===== src/rtl/rtob_sched_pkg.sv =====
// Shared types and helpers for the RTOB write-port scheduler.
// Latency: n/a (declarations only).
// Backpressure: n/a.
//
// Contents: FSM state encoding, entry layout constants, ts_of() timestamp extractor.
package rtob_sched_pkg;

  typedef enum logic [2:0] {
    ST_IDLE  = 3'd0,
    ST_RUN   = 3'd1,
    ST_DRAIN = 3'd2,
    ST_FLUSH = 3'd3,
    ST_ERROR = 3'd4
  } state_t;

  localparam int TS_MSB = 127;
  localparam int TS_LSB = 64;
  localparam int DATA_W = 128;
  localparam int TS_W   = TS_MSB - TS_LSB + 1;

  function automatic logic [TS_W-1:0] ts_of(input logic [DATA_W-1:0] entry);
    return entry[TS_MSB:TS_LSB];
  endfunction

endpackage


===== src/rtl/rtob_min_ts_select.sv =====
// Picks the valid head with the smallest timestamp; ties go to the first requester at or after i_rr_ptr.
// Latency: purely combinational.
// Backpressure: none here; the caller gates the one-hot winner.
//
// Ports: i_valid   - per-requester head valid
//        i_data    - head entries, requester j at [DATA_W*j +: DATA_W]
//        i_rr_ptr  - requester with highest tie-break priority
//        o_winner  - one-hot winner (all zero when nothing is valid)
//        o_any_valid - at least one head is valid
module rtob_min_ts_select
  import rtob_sched_pkg::*;
#(
  parameter int NUM_REQ = 4,
  parameter int PTR_W   = 2
) (
  input  logic [NUM_REQ-1:0]        i_valid,
  input  logic [NUM_REQ*DATA_W-1:0] i_data,
  input  logic [PTR_W-1:0]          i_rr_ptr,
  output logic [NUM_REQ-1:0]        o_winner,
  output logic                      o_any_valid
);

  logic            w_found;
  logic [TS_W-1:0] w_ts;
  logic [TS_W-1:0] w_best_ts;
  logic [PTR_W:0]  w_dist;
  logic [PTR_W:0]  w_best_dist;

  // Ordering key is {timestamp, distance from rr pointer}; the smaller key wins,
  // so equal timestamps fall to the requester closest after the pointer.
  always_comb begin
    o_winner    = '0;
    w_found     = 1'b0;
    w_ts        = '0;
    w_best_ts   = '0;
    w_dist      = '0;
    w_best_dist = '0;
    for (int j = 0; j < NUM_REQ; j++) begin
      w_ts = ts_of(i_data[DATA_W*j +: DATA_W]);
      if ({1'b0, i_rr_ptr} <= (PTR_W+1)'(j))
        w_dist = (PTR_W+1)'(j) - {1'b0, i_rr_ptr};
      else
        w_dist = (PTR_W+1)'(j + NUM_REQ) - {1'b0, i_rr_ptr};
      if (i_valid[j] && (!w_found || (w_ts < w_best_ts) ||
                         ((w_ts == w_best_ts) && (w_dist < w_best_dist)))) begin
        o_winner    = '0;
        o_winner[j] = 1'b1;
        w_found     = 1'b1;
        w_best_ts   = w_ts;
        w_best_dist = w_dist;
      end
    end
    o_any_valid = w_found;
  end

endmodule


===== src/rtl/rtob_sched_arbiter.sv =====
// Shares the RTOB_Core write port among NUM_REQ producers (earliest timestamp first) and sequences the core.
// Latency: grant in cycle t -> o_core_write/o_core_fifo_din in cycle t+1.
// Backpressure: i_core_full (prog_full) blocks new grants; the one write already in flight still lands.
//
// Ports: i_clk, i_reset (sync, active-high)
//        i_req_valid/i_req_data/o_req_ready - producer heads, one-hot consume
//        i_cmd_start/i_cmd_stop/i_cmd_flush - control pulses
//        o_core_write/o_core_fifo_din/o_core_auto_start/o_core_flush - to RTOB_Core
//        i_core_full/i_core_empty/i_core_ts_error/i_core_ovf_error - from RTOB_Core
//        o_state - FSM state, o_err_count - saturating error-cycle count
// Optional build macro RTOB_SCHED_MONOTONIC_CHECK_EN: drop (but consume) winners older than the last write.
module rtob_sched_arbiter
  import rtob_sched_pkg::*;
#(
  parameter int NUM_REQ       = 4,
  parameter int FLUSH_CYCLES  = 4,
  parameter bit HALT_ON_ERROR = 1'b1
) (
  input  logic                      i_clk,
  input  logic                      i_reset,
  input  logic [NUM_REQ-1:0]        i_req_valid,
  input  logic [NUM_REQ*DATA_W-1:0] i_req_data,
  output logic [NUM_REQ-1:0]        o_req_ready,
  input  logic                      i_cmd_start,
  input  logic                      i_cmd_stop,
  input  logic                      i_cmd_flush,
  output logic                      o_core_write,
  output logic [DATA_W-1:0]         o_core_fifo_din,
  output logic                      o_core_auto_start,
  output logic                      o_core_flush,
  input  logic                      i_core_full,
  input  logic                      i_core_empty,
  input  logic                      i_core_ts_error,
  input  logic                      i_core_ovf_error,
  output logic [2:0]                o_state,
  output logic [15:0]               o_err_count
);

  localparam int PTR_W = $clog2(NUM_REQ);
  localparam int FC_W  = $clog2(FLUSH_CYCLES + 1);

  state_t              r_state, w_state_nxt;
  logic [PTR_W-1:0]    r_rr_ptr, w_rr_nxt;
  logic [FC_W-1:0]     r_flush_cnt;
  logic                r_core_write;
  logic [DATA_W-1:0]   r_core_din;
  logic [15:0]         r_err_count;

  logic [NUM_REQ-1:0]  w_winner;
  logic                w_any_valid;
  logic                w_grant_en;
  logic                w_grant;
  logic [DATA_W-1:0]   w_win_data;
  logic                w_core_err;
  logic                w_mono_err;
  logic                w_flush_done;
  logic                w_to_flush;
  logic [16:0]         w_err_sum;

  assign w_core_err   = i_core_ts_error | i_core_ovf_error;
  assign w_flush_done = (r_flush_cnt == FC_W'(FLUSH_CYCLES - 1));
  assign w_to_flush   = (w_state_nxt == ST_FLUSH);

  always_ff @(posedge i_clk) begin
    if (i_reset) r_state <= ST_IDLE;
    else         r_state <= w_state_nxt;
  end

  // Next state plus the state-decoded controls; flush outranks everything.
  always_comb begin
    w_state_nxt       = r_state;
    w_grant_en        = 1'b0;
    o_core_auto_start = 1'b0;
    o_core_flush      = 1'b0;
    unique case (r_state)
      ST_IDLE: begin
        w_grant_en = ~i_core_full;
        if (i_cmd_start) w_state_nxt = ST_RUN;
      end
      ST_RUN: begin
        w_grant_en        = ~i_core_full;
        o_core_auto_start = 1'b1;
        if (HALT_ON_ERROR && w_core_err) w_state_nxt = ST_ERROR;
        else if (i_cmd_stop)             w_state_nxt = ST_DRAIN;
      end
      ST_DRAIN: begin
        o_core_auto_start = 1'b1;
        if (HALT_ON_ERROR && w_core_err) w_state_nxt = ST_ERROR;
        else if (i_core_empty)           w_state_nxt = ST_IDLE;
      end
      ST_FLUSH: begin
        o_core_flush = 1'b1;
        if (w_flush_done) w_state_nxt = ST_IDLE;
      end
      ST_ERROR: ;
      default: w_state_nxt = ST_IDLE;
    endcase
    if (i_cmd_flush) w_state_nxt = ST_FLUSH;
  end

  // A repeated flush command restarts the hold period.
  always_ff @(posedge i_clk) begin
    if (i_reset || i_cmd_flush)    r_flush_cnt <= '0;
    else if (r_state == ST_FLUSH)  r_flush_cnt <= r_flush_cnt + 1'b1;
  end

  rtob_min_ts_select #(.NUM_REQ(NUM_REQ), .PTR_W(PTR_W)) u_sel (
    .i_valid     (i_req_valid),
    .i_data      (i_req_data),
    .i_rr_ptr    (r_rr_ptr),
    .o_winner    (w_winner),
    .o_any_valid (w_any_valid)
  );

  assign w_grant     = w_grant_en & w_any_valid;
  assign o_req_ready = w_grant ? w_winner : '0;

  always_comb begin
    w_win_data = '0;
    w_rr_nxt   = r_rr_ptr;
    for (int j = 0; j < NUM_REQ; j++) begin
      if (w_winner[j]) begin
        w_win_data = w_win_data | i_req_data[DATA_W*j +: DATA_W];
        w_rr_nxt   = (j == NUM_REQ - 1) ? '0 : PTR_W'(j + 1);
      end
    end
  end

  always_ff @(posedge i_clk) begin
    if (i_reset || w_to_flush) r_rr_ptr <= '0;
    else if (w_grant)          r_rr_ptr <= w_rr_nxt;
  end

`ifdef RTOB_SCHED_MONOTONIC_CHECK_EN
  logic [TS_W-1:0] r_last_ts;

  assign w_mono_err = w_grant && (ts_of(w_win_data) < r_last_ts);

  always_ff @(posedge i_clk) begin
    if (i_reset || w_to_flush)     r_last_ts <= '0;
    else if (w_grant && !w_mono_err) r_last_ts <= ts_of(w_win_data);
  end
`else
  assign w_mono_err = 1'b0;
`endif

  // Any write registered on the way into FLUSH is dropped, not delivered.
  always_ff @(posedge i_clk) begin
    if (i_reset || w_to_flush) begin
      r_core_write <= 1'b0;
      r_core_din   <= '0;
    end else begin
      r_core_write <= w_grant & ~w_mono_err;
      r_core_din   <= (w_grant & ~w_mono_err) ? w_win_data : '0;
    end
  end

  assign w_err_sum = {1'b0, r_err_count} + 17'(w_core_err) + 17'(w_mono_err);

  always_ff @(posedge i_clk) begin
    if (i_reset)          r_err_count <= '0;
    else if (w_err_sum[16]) r_err_count <= 16'hFFFF;
    else                  r_err_count <= w_err_sum[15:0];
  end

  assign o_core_write    = r_core_write;
  assign o_core_fifo_din = r_core_din;
  assign o_state         = r_state;
  assign o_err_count     = r_err_count;

endmodule

===== config.mk =====
export PLATFORM = sky130hd
export DESIGN_NAME = rtob_sched_arbiter
export DESIGN_NICKNAME = d
export VERILOG_FILES = /design/src/rtl/rtob_sched_pkg.sv /design/src/rtl/rtob_min_ts_select.sv /design/src/rtl/rtob_sched_arbiter.sv
export SDC_FILE = /design/constraint.sdc
export NUM_CORES = 1
export LEC_CHECK = 0
export CORE_AREA = 2 2 262 264
export CTS_BUF_LIST = sky130_fd_sc_hd__clkbuf_4
export CTS_CLUSTER_DIAMETER = 50
export DETAILED_ROUTE_END_ITERATION = 8
export DIE_AREA = 0 0 264 266
export GPL_TIMING_DRIVEN = 0
export PLACE_DENSITY = 0.47
export SETUP_SLACK_MARGIN = 0.4
export SYNTH_ARGS = -nofsm -noshare
export SYNTH_HDL_FRONTEND = slang
export SYNTH_SLANG_ARGS = --single-unit

===== constraint.sdc =====
create_clock -name i_clk -period 13 [get_ports i_clk]
set_input_delay 1.3 -clock i_clk [delete_from_list [all_inputs] [get_ports i_clk]]
set_output_delay 1.3 -clock i_clk [all_outputs]
set_load 0.02 [all_outputs]

# == Word level (Yosys, flattened, before mapping) ==
# Cells that the tools add are included.
# Widths: inputs -> output; s select.
# totals
reg_bits,153
input_bits,525
output_inout_bits,154
wordCells,101
# classes
n_addsub,9
magnitude_cmp,9
n_eq_ne,9
muxes,38
bitwise_logic,7
n_reduce_logical,23
# op_table
operator,count
$mux 128,4
$or 128x128->128,3
$eq 64x64->1,3
$lt 64x64->1,3
$mux 64,3
$mux 3,14
$add 16x1->17,1
$mux 16,1
$pmux 3 s5,1
$eq 3x2->1 const B,4
$mux 2,5
$lt 3x3->1,3
$sub 3x2->3 const A,3
$logic_or 1x1->1,8
$mux 1,8
$mux 4,2
$logic_and 1x1->1,6
$reduce_or 2->1,3
$sub 1x2->3 const A,2
$sub 2x2->3 const A,2
$le 2x1->1 const B,2
$reduce_bool 4->1,1
$add 3x1->3 const B,1
$eq 3x1->1 const B,1
other kinds (8),11

# == Longest topological paths before layout ==
# Gate-level depths: netlist (run 1).
# depth
ltp_word,25
depth_mapped,41
mapped_depth_nobuf,31

# == Cells and area by module ==
# A second synthesis (run 1) with hierarchy kept.
# hier_totals
hier_cells,1657
hier_area_um2,13650.6
# modules_own_cells
module,n_inst,cells_each,area_per_inst_um2,seq_area_each_um2
rtob_sched_arbiter,1,730,7123.1,3062.9
rtob_min_ts_select,1,927,6527.5,0.0

# == Worst setup path before layout (run 1) ==
# Ideal clock, no wire load.
# synth_path
kind,input to output
start,input i_req_valid[0]
end,output o_req_ready[0]
arrival_time_ns,9.234
required_time_ns,11.700
setup_slack_ns,2.466
path_stages,37
n_path_buf,9
cell_sequence,clkbuf_1 clkbuf_1 clkbuf_1 nand2_1 ha_1 nand4_1 nor4_1 a21boi_1 or3_1 a31oi_2 a32oi_2 buf_2 buf_2 mux2_2 ha_1 nand3_1 nor3_1 nand2_1 o311ai_1 a2111oi_0 o31ai_1 o21a_1 buf_2 buf_2 clkbuf_1 o21ai_0 ha_1 nand4_1 or2_2 nor4_1 nand2_1 o21bai_1 a41o_1 a31oi_1 nand2_1 buf_2 nor3_1
# synth_between
elab_chain_len,18
elab_cells_between_ends,40
cone_classes,order compare: 6; eq/ne: 3; mux: 15; bitwise: 1; reduce/logical: 15
# synth_rtl
item,line,text
from (decl),rtob_sched_arbiter.sv:21,"input logic [NUM_REQ-1:0] i_req_valid,"
"$mux 64, or another cell as far along",rtob_min_ts_select.sv:44,if (i_valid[j] && (!w_found || (w_ts < w_best_ts) ||
"$lt 64x64->1, or another cell as far along",rtob_min_ts_select.sv:44,
$logic_or 1x1->1 or $logic_and 1x1->1 (tied branches),"rtob_min_ts_select.sv:44, rtob_min_ts_select.sv:45",
$logic_or 1x1->1,rtob_min_ts_select.sv:44,
$logic_and 1x1->1,rtob_min_ts_select.sv:44,
"$mux 64, or another cell as far along",rtob_min_ts_select.sv:44,
"$lt 64x64->1, or another cell as far along",rtob_min_ts_select.sv:44,
$logic_or 1x1->1 or $logic_and 1x1->1 (tied branches),"rtob_min_ts_select.sv:44, rtob_min_ts_select.sv:45",
(+2 left out),--,
"$mux 64, or another cell as far along",rtob_min_ts_select.sv:44,
"$lt 64x64->1, or another cell as far along",rtob_min_ts_select.sv:44,
$logic_or 1x1->1 or $logic_and 1x1->1 (tied branches),"rtob_min_ts_select.sv:44, rtob_min_ts_select.sv:45",
$logic_or 1x1->1,rtob_min_ts_select.sv:44,
$logic_and 1x1->1,rtob_min_ts_select.sv:44,
$mux 1,rtob_min_ts_select.sv:44,
$and 1x1->1,rtob_sched_arbiter.sv:115,assign w_grant = w_grant_en & w_any_valid;
$mux 4 *,rtob_sched_arbiter.sv:116,assign o_req_ready = w_grant ? w_winner : '0;
to (decl),rtob_sched_arbiter.sv:23,"output logic [NUM_REQ-1:0] o_req_ready,"
# Every way passes the cells marked *; elsewhere a longest branch is shown, timed or not.

# == Worst setup path after layout (run 1) ==
# Same ends and word-level chain as after synthesis.

==> impl_metrics.yaml, run 1 <==
clocking:
  clk_pin_slew_ns: 0.16
  cts_tree: "yes"
  cts_buffers: 17
  cts-hold-fix-buffers: 0
  h-tree-depth: 4
  clk_root_buffer_cell: "clkbuf_4"
  clk_path_buf_depth: 2
  clkLatencyLatePin_ns: 0.79
  cts.sinks: 153
yosys:
  synth_area_per_cell_um2: 7.73
  synthFlopType: "dfxtp_1"
  synth_nets: 2558
  yosysSeqAreaShare: 0.216
  syn_inst: 1831
  yosys_warnings: 0
  synthMostInstantiatedCell: "nand2_1"
  synth.distinct_cells: 61
  synthTopCellsByArea: "dfxtp_1 22%, ha_1 18%, nand2_1 9.7%"
  yosys.area.top_type: "dfxtp_1"
  synth_edf_count: 0
  synth_top_area_share: 0.216
  async_reset_ff_frac: 0
  ys_top_cells_by_count: "366 x nand2_1, 202 x ha_1, 159 x nand3_1, 153 x dfxtp_1, 133 x o211ai_1"
  synth_area_um2: 14200
  synth-seq-cells: 153
floorplan:
  initial_utilization: 0.209
  die_y_um: 266
  die_area_um2: 70200
  boundaryPins: 679
  core_um2: 67700
  row_count: 96
  die_w_um: 264
placement:
  dpl_cell_area_um2: 22000
  dp_hpwl_um: 73000
  port_buffers: 677
  dp_worst_setup_slack_ns: -3.61
  dp.cells: 3390
  routabilityCongestion: 0.931
detailed_routing:
  post_drt_wl_per_cell_um: 25.3
  first_iter_violations: 914
  wl_um: 87000
  num_vias: 16912
  first_pass_iters: 6
  ant_nets: 0
  drcViolationCount: 0
  routed_via_density: 4.92
critical_path:
  crit_path_top_delay_cell: "or4_1"
  path_common_cell: "buf_4"
  end_kind: "output pin"
  r2r_start: "r_rr_ptr[0]"
  r2r_end: "o_core_fifo_din[33]"
  required_ns: 11.70
  cp.arrival_ns: 10.87
  cp_max_fo: 11
  cp_slowest_stage_delay_ns: 0.57
  reg2reg_depth: 36
  setup.worst_path.class: "in2out"
  r2r_setup_slack_ns: 3.88
  cp-start-kind: "input port"
global_routing:
  grt_overflow: 0
  antenna_found_initial: 19
  grt_max_degree: 18
  grt_pass1_wl_um: 122000
  track_usage: 0.240
  grt_pass1_vias: 17334
sta:
  period_minus_slack_ns: 12.17
  skew_ns: 0.0364
  relSlewSlack: 0.148
  worst_slew_pin_slew_ns: 1.28
  rsz0062_at_grt: "no"
  min_period_over_period: 0.936
  hold_violations: 0
  drv_slew: 0
  setup_violations: 0
  fin_ws_ns: 0.835
  max_freq_mhz: 82.2
power_and_ir_drop:
  leakage_nw: 9.03
  total_power_mw: 1.68
  seqPwrFrac: 0.294
  clkPwrFrac: 0.209
  switchingPower_uw: 720
  p_int_uw: 964
  power_frac_comb: 0.497
  switching_share: 0.428
  peakVddDrop_v: 0.0000598
  power_density_nw_per_um2: 74.5
hold_path:
  hold_class: "reg2reg"
  min_to: "r_flush_cnt[2]"
  hold_start: "r_flush_cnt[2]"
  hold_path_depth: 2
layout:
  stdcell_count: 3437
  fin_util: 0.333
  final_net_count: 3259
  final_cell_area_um2: 22600
  area_delta_synth_final_pct: 59.6
  layout-drive-gt1-share: 0.0739
job:
  maxCapViolations: 0
status:
  outcome: "finished, final reports clean"
-- power by group through the flow --
stage	Combinational, mW	Clock [mW]	Sequential [mW]
after floorplan	0.398	0	0.525
after global placement	0.816	0	0.506
after CTS	0.839	0.373	0.496
after detailed placement	0.821	0	0.506
after global routing	0.911	0.386	0.498
final	0.837	0.351	0.496
-- metal layers --
layer  vias up  global-route usage  wire, um
li1       8070                   -         -
met1      7985               0.275     34500
met2       684               0.429     43100
met3       151              0.0610      5750
met4        22              0.0898      3410
met5         -                   0       143
-- logic make-up (layout without fill, tap and decap cells) --
| family | Yosys count | in the layout | share of synthesized area |
|---|---|---|---|
| compound gates | 391 | 391 | 0.178 |
| xor+xnor | 12 | 12 | 0.00743 |
| fa+ha+maj | 202 | 202 | 0.179 |
| buf+inv | 201 | 915 | 0.0617 |
| flops | 153 | 153 | 0.216 |
| mux | 195 | 195 | 0.144 |
| other cells | 0 | 10 | 0 |
| simple gates | 677 | 677 | 0.214 |
-- cells in the final DEF (no fill, tap or decap), types with 6 or more instances in the layout --
| cell | count |
|---|---|
| nand2_1 | 364 |
| a21oi_1 | 80 |
| ha_1 | 202 |
| a21o_1 | 22 |
| dfxtp_1 | 153 |
| buf_8 | 6 |
| mux2i_1 | 130 |
| inv_1 | 81 |
| nor3_1 | 19 |
| nor2_1 | 37 |
| diode_2 | 10 |
| o21ai_0 | 96 |
| clkbuf_4 | 25 |
| clkbuf_1 | 59 |
| buf_2 | 22 |
| nand4_1 | 43 |
| o211ai_1 | 133 |
| nand3_1 | 158 |
| o22ai_1 | 6 |
| xor2_1 | 7 |
| clkdlybuf4s50_1 | 673 |
| mux2_2 | 65 |
| buf_4 | 19 |
| nor2b_1 | 9 |
-- timing repair --
item | 4_1_cts | 5_1_grt
setup buffers | 4 | 1
gates resized for setup | 57 | 28
pin swaps | 4 | 3
cloned | 0 | 0
endpoints found under the setup margin | 134 | 4
-- final cells by class --
| cell class | instances | area (um2) |
|---|---|---|
| Timing Repair Buffer | 682 | 6810 |
| Clock buffer | 17 | 128 |
| Multi-Input combinational cell | 1477 | 10300 |
| Fill cell | 7190 | 45200 |
| Antenna cell | 10 | 25.0 |
| Inverter | 81 | 304 |
| Sequential cell | 153 | 3060 |
| Clock inverter | 15 | 154 |
| Tap cell | 882 | 1100 |
| Buffer | 120 | 671 |
-- how the worst max path moves through the flow --
stage | startpoint | endpoint | slack (ns) | cells past startpoint
2_1_floorplan | i_req_valid[0] | o_req_ready[0] | 2.47 | 37
3_3_place_gp | i_req_valid[0] | o_req_ready[3] | -3.51 | 39
3_5_place_dp | i_req_valid[0] | o_req_ready[3] | -3.61 | 39
4_1_cts | i_req_valid[0] | o_req_ready[1] | 0.41 | 39
5_1_grt | i_req_valid[0] | o_req_ready[0] | 0.40 | 40
6_report | i_req_valid[0] | o_req_ready[0] | 0.83 | 41
-- stage by stage --
stage,hold slack [ns],TNS [ns]
after CTS,0.524,0
after global placement,0.493,-199.85
after detailed placement,0.503,-212.98
after floorplan,0.474,0
after global routing,0.551,0
final,0.528,0
-- critical path: cells and delay by family --
kind	cells	cell delay, ns
AND/OR/NAND/NOR	17	3.66
AO/OA/AOI/OAI	10	1.81
buffers and inverters	11	3.08
adder cells (fa/ha/maj)	3	0.98
-- sequential cells by signal, indices dropped and copies added, names as in the netlist --
register	flops
o_core_fifo_din	128
o_state	3
r_flush_cnt	3
o_err_count	16
r_rr_ptr	2
o_core_write	1
Power figures use the tool's default switching activity.
==> run 2, diff against run 1 <==
- CORE_AREA: 2 2 262 264 -> 2 2 265 267
- CTS_BUF_LIST: sky130_fd_sc_hd__clkbuf_4 -> sky130_fd_sc_hd__clkbuf_4 sky130_fd_sc_hd__clkbuf_8 sky130_fd_sc_hd__clkbuf_16
- DIE_AREA: 0 0 264 266 -> 0 0 267 269
- PLACE_DENSITY: 0.47 -> 0.46
==> run 2 against run 1 <==
Wire length increased by 1.5%. Total power rose by 12%. Sequential power barely moved. Clock skew shrank 0.020 ns. Register-to-register slack lost 0.18 ns. Maximum frequency grew 0.61%. Sequential cell count is the same. Sequential share of layout area fell by 0.24 points. Critical path depth fell by 1. Global-route usage is 0.28 points lower. Die area up 2.3%. Setup slack better by 0.074 ns. Largest power group unchanged. Highest routed layer unchanged.
==> impl_metrics.yaml, run 2 (same netlist as run 1, synthesis figures left out) <==
global_routing:
  met3_usage: 0.0621
  met2_usage: 0.427
  grt_overflow: 0
  busiest_layer: "met2"
  grt_max_degree: 19
  grt_pass1_vias: 17576
  track_usage: 0.238
  grt_pass1_wl_um: 122000
  antenna_found_initial: 28
  gr-usage-met1: 0.272
detailed_routing:
  drcViolationCount: 0
  ant_nets: 0
  first_pass_iters: 5
  first_iter_violations: 776
  wl_um: 88300
  num_vias: 16831
  post_drt_wl_per_cell_um: 25.2
  routed_via_density: 4.81
sta:
  setup_violations: 0
  min_period_over_period: 0.930
  period_minus_slack_ns: 12.09
  worst_slew_pin_slew_ns: 1.37
  hold_violations: 0
  skew_ns: 0.0165
  fin_setup_tns_ns: 0
  fin_ws_ns: 0.909
  holdWs_ns: 0.519
  drv_slew: 0
  rsz0062_at_grt: "no"
  relSlewSlack: 0.0837
  max_freq_mhz: 82.7
placement:
  dp.cells: 3448
  dp_worst_setup_slack_ns: -3.87
  port_buffers: 677
  routabilityCongestion: 0.892
  dpl_cell_area_um2: 22100
  dp_hpwl_um: 74100
power_and_ir_drop:
  p_int_mw: 1.14
  switching_share: 0.398
  leakage_nw: 9.17
  peakVddDrop_v: 0.0000896
  power_frac_comb: 0.448
  power_density_nw_per_um2: 82.1
  seqPwrFrac: 0.262
  switchingPower_uw: 751
  clkPwrFrac: 0.291
status:
  outcome: "finished, final reports clean"
layout:
  final_common_cell: "clkdlybuf4s50_1"
  final_net_count: 3260
  final_cell_area_um2: 23000
  stdcell_count: 3497
  largest_reg_flops: 128
  area_delta_synth_final_pct: 62.5
  layout-drive-gt1-share: 0.0727
  layout_common_cells: "673 x clkdlybuf4s50_1, 365 x nand2_1, 202 x ha_1"
  n_fill_cell: 7289
floorplan:
  initial_utilization: 0.204
  die_w_um: 267
  core_um2: 69300
  row_count: 97
  die_y_um: 269
  boundaryPins: 679
  die_area_um2: 71800
clocking:
  clk_root_buffer_cell: "clkbuf_16"
  cts_tree: "yes"
  cts.sinks: 153
  clk_path_buf_depth: 2
  h-tree-depth: 4
  clk_pin_slew_ns: 0.07
  cts-hold-fix-buffers: 0
  clkLatencyLatePin_ns: 0.50
  cts_buffers: 17
critical_path:
  required_ns: 11.70
  r2r_start: "r_rr_ptr[0]"
  startpoint: "i_req_valid[0]"
  end_kind: "output pin"
  setup.worst_path.class: "in2out"
  cp.arrival_ns: 10.79
  crit_path_top_delay_cell: "or4_1"
  cp_slowest_stage_delay_ns: 0.57
  cp_max_fo: 10
  cp-start-kind: "input port"
job:
  maxCapViolations: 0
hold_path:
  hold_start: "r_flush_cnt[2]"
  hold_class: "reg2reg"
run 2: per-layer routing:
metal / part of all wire / routed length (um)
met1: 0.40 / 35700
met4: 0.029 / 2560
met2: 0.50 / 44000
met5: 0.0025 / 222
met3: 0.066 / 5810
run 2: power by group through the flow:
stage / logic, mW / clock network (mW) / registers (mW)
floorplan: 0.398 / 0 / 0.525
global placement: 0.824 / 0 / 0.504
detailed placement: 0.831 / 0 / 0.504
CTS: 0.850 / 0.569 / 0.494
global route: 0.921 / 0.584 / 0.495
finish: 0.845 / 0.548 / 0.494
run 2: final timing paths:
kind,slack [ns],cells after the start,end
setup / recovery,0.91,40,o_req_ready[3]
hold / removal,0.52,2,r_flush_cnt[2]
setup reg to reg,3.70,36,o_core_fifo_din[63]
hold reg to reg,0.52,2,r_flush_cnt[2]
run 2: final cells by class:
class	instances	area, um2	share of cell area
multi-input cells	1477	10300	0.449
inverters	81	304	0.0132
clock buffers	17	425	0.0185
diodes	11	27.5	0.00120
flip-flops and latches	153	3060	0.133
repair buffers	683	6840	0.297
well taps	940	1180	0.0512
plain buffers	120	676	0.0294
clock inverters	15	168	0.00729
run 2: timing repair:
item	CTS	global route
resized for setup	64	21
setup buffers	5	1
setup endpoints to repair	134	4
pin swaps	4	1
cloned	0	0
run 2: worst max-delay path: cells and delay by family:
family	cells	cell delay, ns
buffers and inverters	11	2.76
AND/OR/NAND/NOR	13	3.08
adder cells (fa/ha/maj)	3	0.81
multiplexers	1	0.42
AO/OA/AOI/OAI	12	2.35
run 2: through the flow:
step / util / power [mW]
after CTS: 0.331 / 1.91
after global placement: 0.319 / 1.33
final: 0.332 / 1.89
after detailed placement: 0.319 / 1.34
after floorplan: - / 0.923
after global routing: 0.332 / 2.00
==> run 3, diff against run 2 <==
- SKIP_CTS_REPAIR_TIMING: not set -> 1
- clock period: 13 -> 13.72 ns (I/O delays scaled with it)
==> run 3 against run 2 <==
Sequential share of layout area is essentially flat. Critical path depth fell by 1. Die area unchanged. Global-route usage down 0.053 points. Setup slack improved by 0.041 ns. Via count is essentially flat. Largest cell class unchanged. Highest routed layer unchanged.
==> impl_metrics.yaml, run 3 (same netlist as run 1, synthesis figures left out) <==
sta:
  max_freq_mhz: 78.3
  skew_ns: 0.0169
  setup_violations: 0
  hold_violations: 0
  min_period_over_period: 0.931
  period_minus_slack_ns: 12.77
  worst_slew_pin_slew_ns: 1.34
  drv_slew: 0
  rsz0062_at_grt: "no"
  relSlewSlack: 0.109
  fin_setup_tns_ns: 0
clocking:
  clk_path_buf_depth: 2
  clk_pin_slew_ns: 0.07
  clkLatencyLatePin_ns: 0.50
  cts_buffers: 17
  cts.sinks: 153
  h-tree-depth: 4
  clk_root_buffer_cell: "clkbuf_16"
  cts_tree: "yes"
critical_path:
  r2r_start: "r_rr_ptr[0]"
  cp.arrival_ns: 11.40
  r2r_setup_slack_ns: 4.12
  cp_max_fo: 10
  endpoint: "o_req_ready[3]"
  cp-start-kind: "input port"
  required_ns: 12.35
  reg2reg_depth: 36
  cp_slowest_stage_delay_ns: 0.55
  r2r_end: "o_core_fifo_din[63]"
  end_kind: "output pin"
  startpoint: "i_req_valid[0]"
  crit_path_top_delay_cell: "or4_1"
  setup.worst_path.class: "in2out"
power_and_ir_drop:
  leakage_nw: 9.19
  total_power_mw: 1.78
  power_density_nw_per_um2: 77.8
  peakVddDrop_v: 0.0000840
layout:
  area_delta_synth_final_pct: 62.1
  final_common_cell: "clkdlybuf4s50_1"
  regArea_um2: 3060
  layout-drive-gt1-share: 0.0707
  fin_util: 0.331
  layout_common_cells: "673 x clkdlybuf4s50_1, 365 x nand2_1, 202 x ha_1"
  multi_input_area_um2: 10300
  largest_reg_flops: 128
  final_net_count: 3259
  n_fill_cell: 7294
floorplan:
  die_w_um: 267
  initial_utilization: 0.204
  boundaryPins: 679
  row_count: 97
  die_area_um2: 71800
  die_y_um: 269
  core_um2: 69300
detailed_routing:
  first_iter_violations: 808
  drcViolationCount: 0
  num_vias: 16821
  wl_um: 88100
  first_pass_iters: 5
  routed_via_density: 4.81
  post_drt_wl_per_cell_um: 25.2
  ant_nets: 0
global_routing:
  grt_pass1_wl_um: 122000
  track_usage: 0.237
  grt_max_degree: 19
  antenna_found_initial: 28
  grt_overflow: 0
  grt_pass1_vias: 17537
placement:
  dp_hpwl_um: 74100
  routabilityCongestion: 0.892
  port_buffers: 677
hold_path:
  hold_path_depth: 2
  hold_class: "reg2reg"
job:
  maxCapViolations: 0
status:
  outcome: "finished, final reports clean"
## run 3: cell types whose count changed in the layout (fill, tap and decap cells not counted), moves of 2 or more
cell             delta
clkbuf_1            +2
buf_6               -3
clkdlybuf4s15_2     -2
buf_4              -12
clkbuf_4            +7
dlymetal6s2s_1      +3
clkbuf_2            +6
## run 3: final cells by class
cell class | instances | share of cell area
buffer | 120 | 0.0281
timing repair buffer | 682 | 0.298
sequential | 153 | 0.134
inverter | 81 | 0.0133
antenna | 11 | 0.00120
clock inverter | 15 | 0.00731
multi-input combinational | 1477 | 0.449
clock buffer | 17 | 0.0185
tap | 940 | 0.0513
## run 3: worst max-delay path, delay by kind of cell
kind,cells,cell delay (ns)
AND/OR/NAND/NOR,12,3.07
buffers and inverters,11,3.00
AO/OA/AOI/OAI,12,2.49
adder cells (fa/ha/maj),3,0.98
multiplexers,1,0.42
## run 3: per-layer routing
| layer | vias to the layer above | track usage | part of all wire |
|---|---|---|---|
| met5 | - | 0 | 0.0025 |
| met4 | 34 | 0.0814 | 0.030 |
| met3 | 130 | 0.0627 | 0.069 |
| met2 | 644 | 0.425 | 0.50 |
| met1 | 7936 | 0.272 | 0.40 |
| li1 | 8077 | - | - |
## run 3: power breakdown
part / internal [mW] / total (mW) / switching (mW)
combinational: 0.368 / 0.798 / 0.431
sequential: 0.460 / 0.468 / 0.00724
clock: 0.246 / 0.519 / 0.273
## run 3: worst min path at each step
stage	startpoint	endpoint	slack, ns
6_report	r_flush_cnt[2]	r_flush_cnt[2]	0.52
5_1_grt	r_flush_cnt[1]	r_flush_cnt[1]	0.57
4_1_cts	r_flush_cnt[2]	r_flush_cnt[2]	0.52
3_5_place_dp	r_flush_cnt[2]	r_flush_cnt[2]	0.51
3_3_place_gp	r_flush_cnt[2]	r_flush_cnt[2]	0.50
2_1_floorplan	r_flush_cnt[2]	r_flush_cnt[2]	0.47
## run 3: metrics by stage
step,hold slack [ns],area [um2],setup slack [ns],instances
after floorplan,0.474,14200,3.04,1831
after global placement,0.496,22100,-3.23,3448
after detailed placement,0.513,22100,-3.30,3448
after CTS,0.522,22700,-3.32,3480
after global routing,0.567,22900,0.398,3491
final,0.519,22900,0.950,3496
